### src/rtl/sprite_fetch_ctrl.sv
// sprite_fetch_ctrl: streams one sprite from a synchronous ROM
// into a valid/ready pixel port, tagging each pixel with x/y.
module sprite_fetch_ctrl #(
    parameter int SPR_W = 23,
    parameter int SPR_H = 22,
    parameter int AW = 9,
    parameter int DW = 4,
    parameter logic [DW-1:0] TRANSP = 4'h0
) (
    input  logic          Clk,
    input  logic          Reset_n,
    input  logic          start,
    output logic          busy,
    output logic          done,
    output logic [AW-1:0] rom_addr,
    input  logic [DW-1:0] rom_data,
    output logic          pix_valid,
    input  logic          pix_ready,
    output logic [DW-1:0] pix_data,
    output logic          pix_opaque,
    output logic [4:0]    pix_x,
    output logic [4:0]    pix_y,
    output logic          pix_last
);

    typedef enum logic [1:0] {IDLE, FETCH, DRAIN} state_t;

    localparam logic [AW-1:0] LAST_ADDR = AW'(SPR_W * SPR_H - 1);
    localparam logic [4:0] X_MAX = 5'(SPR_W - 1);
    localparam logic [4:0] Y_MAX = 5'(SPR_H - 1);

    state_t        state;
    logic          addr_v;
    logic          data_v;
    logic [DW-1:0] fifo_mem [4];
    logic [1:0]    wr_ptr;
    logic [1:0]    rd_ptr;
    logic [2:0]    fifo_cnt;
    logic [2:0]    occupancy;
    logic          room;
    logic          issue;
    logic          push;
    logic          pop;
    logic [AW-1:0] next_addr;

    // Reads already in flight reserve a FIFO slot, so the FIFO cannot overflow.
    assign occupancy = fifo_cnt + {2'b0, addr_v} + {2'b0, data_v};
    assign room      = occupancy < 3'd4;
    assign issue     = (state == IDLE) ? start : ((state == FETCH) && room);
    assign push      = data_v;
    assign pop       = pix_valid & pix_ready;
    assign next_addr = rom_addr + AW'(1);

    assign busy       = (state != IDLE);
    assign pix_valid  = (fifo_cnt != 3'd0);
    assign pix_data   = fifo_mem[rd_ptr];
    assign pix_opaque = pix_valid & (pix_data != TRANSP);
    assign pix_last   = pix_valid & (pix_x == X_MAX) & (pix_y == Y_MAX);

    // Fetch sequencer: issues addresses and tracks the two read stages.
    always_ff @(posedge Clk or negedge Reset_n) begin
        if (!Reset_n) begin
            state    <= IDLE;
            rom_addr <= '0;
            addr_v   <= 1'b0;
            data_v   <= 1'b0;
            done     <= 1'b0;
        end else begin
            addr_v <= issue;
            data_v <= addr_v;
            done   <= pop & pix_last;
            case (state)
                IDLE: begin
                    if (start) begin
                        rom_addr <= '0;
                        state    <= (LAST_ADDR == '0) ? DRAIN : FETCH;
                    end
                end
                FETCH: begin
                    if (room) begin
                        rom_addr <= next_addr;
                        if (next_addr == LAST_ADDR) begin
                            state <= DRAIN;
                        end
                    end
                end
                DRAIN: begin
                    if (pop && pix_last) begin
                        state <= IDLE;
                    end
                end
                default: state <= IDLE;
            endcase
        end
    end

    // Four-entry pixel FIFO fed straight from the ROM output.
    always_ff @(posedge Clk or negedge Reset_n) begin
        if (!Reset_n) begin
            for (int i = 0; i < 4; i++) begin
                fifo_mem[i] <= '0;
            end
            wr_ptr   <= '0;
            rd_ptr   <= '0;
            fifo_cnt <= '0;
        end else begin
            if (push) begin
                fifo_mem[wr_ptr] <= rom_data;
                wr_ptr           <= wr_ptr + 2'd1;
            end
            if (pop) begin
                rd_ptr <= rd_ptr + 2'd1;
            end
            case ({push, pop})
                2'b10:   fifo_cnt <= fifo_cnt + 3'd1;
                2'b01:   fifo_cnt <= fifo_cnt - 3'd1;
                default: fifo_cnt <= fifo_cnt;
            endcase
        end
    end

    // Output-side raster position, advanced on every pixel handshake.
    always_ff @(posedge Clk or negedge Reset_n) begin
        if (!Reset_n) begin
            pix_x <= '0;
            pix_y <= '0;
        end else if (pop) begin
            if (pix_x == X_MAX) begin
                pix_x <= '0;
                pix_y <= (pix_y == Y_MAX) ? 5'd0 : pix_y + 5'd1;
            end else begin
                pix_x <= pix_x + 5'd1;
            end
        end
    end

endmodule

### config.mk
export PLATFORM = sky130hd
export DESIGN_NAME = sprite_fetch_ctrl
export DESIGN_NICKNAME = d
export VERILOG_FILES = /design/src/rtl/sprite_fetch_ctrl.sv
export SDC_FILE = /design/constraint.sdc
export NUM_CORES = 1
export LEC_CHECK = 0
export BUFFER_PORTS_ARGS = -buffer_cell sky130_fd_sc_hd__clkbuf_2
export CAP_MARGIN = 5
export CORE_MARGIN = 4
export CORE_UTILIZATION = 30
export CTS_CLUSTER_DIAMETER = 150
export DETAILED_ROUTE_END_ITERATION = 10
export SLEW_MARGIN = 25
export SYNTH_ARGS = -nofsm -noshare
export SYNTH_HDL_FRONTEND = slang
export SYNTH_SLANG_ARGS = --single-unit
### constraint.sdc
create_clock -name Clk -period 5.9 [get_ports Clk]
set_clock_uncertainty 0.2 [all_clocks]
set_input_delay 1.77 -clock Clk [delete_from_list [all_inputs] [get_ports Clk]]
set_output_delay 1.77 -clock Clk [all_outputs]
set_load 0.1 [all_outputs]
==> results.md <==
- Outcome: finished, final reports clean
- Via count: 1759
- Post-synth top cells: dfrtp_1, nand2_1, mux2_2
- Flops & latches, synth: 47
- First-pass GRT wire length: between 8 and 9 mm
- Post-synthesis instance total: ~220
- Die footprint: around 9800 um2
- Antenna Nets Post-Route: 0
- CTS tree: yes
- Post-DP HPWL: about 3.5 mm
- Starting DRT DRC Count: 29
- Met1 WL: approximately 2.5 mm
- Final wirelength: 4.924 mm
- Startpoint Class: flip-flop
- Reg-to-Reg End: fifo_cnt[1]
- WP depth: 4
- Top Layer Used: met4
- Postcts setup bufs: 0
- Syn_area_per_cell: 11.26 um2
- FF-to-FF Start: fifo_cnt[1]
- Share of cells above drive strength 1: 29.07%
- Fin nets: between 200 and 300
- Wire per inst: 13.68 um
- RSZ-0062 raised after global routing: no
- Cells along the critical path: mux4_2, nor4_1, nor2_1, clkbuf_2
- Final core utilization: 36.42%
- WS Path Type: reg2out
- Gr usage total: 10.56%
- Die H: 99.06 um
- Core box area: 7888 um2
- Slowest stage delay, CP: 0.56 ns
- Die W: 99.06 um
- Routability cong.: roughly 0.75
- Post-synth cell types: 53
- Cells taking the most area after synthesis: dfrtp_1, mux2_2, ha_1, mux4_2, nand2_1
- Clk_lat worst skew: around 0.30 ns
- Minimum clock period: 4.118 ns
- Synth warnings: 0
- IO Count: 36
- PostCTS Resize Cnt: 0
- # Max-Cap Violations: 0
- Top-count cell post-synth: dfrtp_1
- Grt ovf: 0
- Reg2reg setup slack: roughly 3.6 ns
- Initial antenna violation count: 0
- Synth Cell Area: 2487 um2
- Slew HR: 59.00%
- TNS Setup: 0 ns
- Top-area cell type share of the netlist area: 47.28%
- Final Max Tran Viols: 0
- Final setup viols: 0
- WHS Path Cells: 0
- Critical path peak fanout: 6
- Vias per Instance: 4.886
- I/O Buffers: 35
- CTS clock-pin slew for the worst setup and hold paths: 0.09 ns
- Hold_sp: addr_v
- Critical Path RT: 3.93 ns
- Fmax achieved: 0.2429 GHz
- Cts bufs inserted: 5
- Root buffer cell: clkbuf_8
- Syn_nets: about 240
- Min-delay worst type: reg2reg
- Worst Setup End Kind: output port
- Cell count of the worst reg-to-reg path: 6
- # hold bufs at CTS: 0
- WL met3: 222 um
- # DRC: 0
- EDFF count, synth: 0
- CP delay by family, top: multiplexers
- CP Buf/Inv Count: 1
- Largest net degree at the start of global routing: 48
- Via count of the first global-routing pass: 1741
- Most area-hungry cell type in the Yosys netlist: dfrtp_1
- Asr flop ratio synth: 100.0%
- Met2 wire length: 2.182 mm
- Fin. Hold Viols: 0
- Num rows: 32
- Min-Delay Endpoint: data_v
- Worst path slowest cell: mux4_2
- Longest Clk Path Bufs: 2
- Critical path arrival: approximately 2.2 ns
- Tcrit/Tclk final: around 70%
- Seq/Total Area, Yosys: 47.28%
- Layout area overhead: 15.49%
- Ant. Diodes: 0
- First drt pass iteration count: 4
- # clock sinks: 47
- Ys flop type: dfrtp_1
- H-tree depth: 2
- Worst-Margin Slew: between 0.6 and 0.7 ns
- Initial Utilization: between 30% and 40%
placed cells by master, fill, tap and decap left out, types with 2 or more instances in the layout:
master / instances
o21ai_0: 12
nand4b_1: 2
nand3_1: 5
a31oi_1: 6
nand4_1: 5
nor2_1: 11
dfrtp_1: 47
xor2_1: 6
xnor2_1: 4
mux2i_1: 3
mux4_2: 4
nor2b_1: 2
a21o_1: 4
clkbuf_8: 6
and4b_1: 2
nand2_1: 21
nor3_1: 4
inv_1: 13
a21oi_1: 4
mux2_2: 16
clkbuf_2: 35
or3_1: 3
ha_1: 12
cells by family after synthesis:
logic type	after synthesis	synth area share [%]
adder cells (fa/ha/maj)	13	6.841
XOR/XNOR	10	3.521
multiplexers	24	12.53
AO/OA/AOI/OAI	38	10.82
AND/OR/NAND/NOR	68	15.04
buffers and inverters	21	3.974
flip-flops	47	47.28
through the flow:
step | hold WS, ns | std cells | instance area, um2 | worst slack, ns
floorplan | 0.1748 | 221 | 2487 | 0.9557
global placement | 0.1843 | 352 | 2751 | 2.104
detailed placement | 0.2049 | 352 | 2751 | 2.059
CTS | 0.2243 | 360 | 2873 | 1.721
global route | 0.2351 | 360 | 2873 | 1.593
finish | 0.2157 | 360 | 2873 | 1.782
how the worst max path moves through the flow:
stage	from	end	slack, ns
2_1_floorplan	pix_x[1]	pix_last	0.96
3_3_place_gp	rd_ptr[0]	pix_opaque	2.10
3_5_place_dp	rd_ptr[0]	pix_opaque	2.06
4_1_cts	rd_ptr[0]	pix_opaque	1.72
5_1_grt	rd_ptr[0]	pix_opaque	1.59
6_report	rd_ptr[0]	pix_opaque	1.78
per-layer routing:
| metal | track usage (%) | vias to the layer above |
|---|---|---|
| li1 | - | 867 |
| met3 | 2.902 | 4 |
| met1 | 14.72 | 855 |
| met5 | 0 | - |
| met2 | 15.86 | 33 |
| met4 | 3.466 | 0 |
registers in the layout, summed over array words and instances (netlist names):
name	count
fifo_mem	16
rom_addr	9
pix_x	5
pix_y	5
fifo_cnt	3
rd_ptr	2
state	2
wr_ptr	2
addr_v	1
data_v	1
done	1
worst reg2reg max path: cells and delay by family, from the launching register on:
family,cells,cell delay (ns)
fa+ha+maj,2,0.66
compound gates,2,0.64
flops,1,0.48
buf+inv,2,0.23
final cells by class:
type                            instances  area [um2]
Sequential cell                        47        1176
Clock inverter                          2       38.79
Fill cell                             774        5015
Timing Repair Buffer                   36       182.7
Multi-Input combinational cell        153        1212
Inverter                               14       52.55
Tap cell                              102       127.6
Clock buffer                            6       82.58
Power is left out: the tool's default activity adds up to more than one toggle a clock period on the data nets, which glitch-free logic cannot reach.
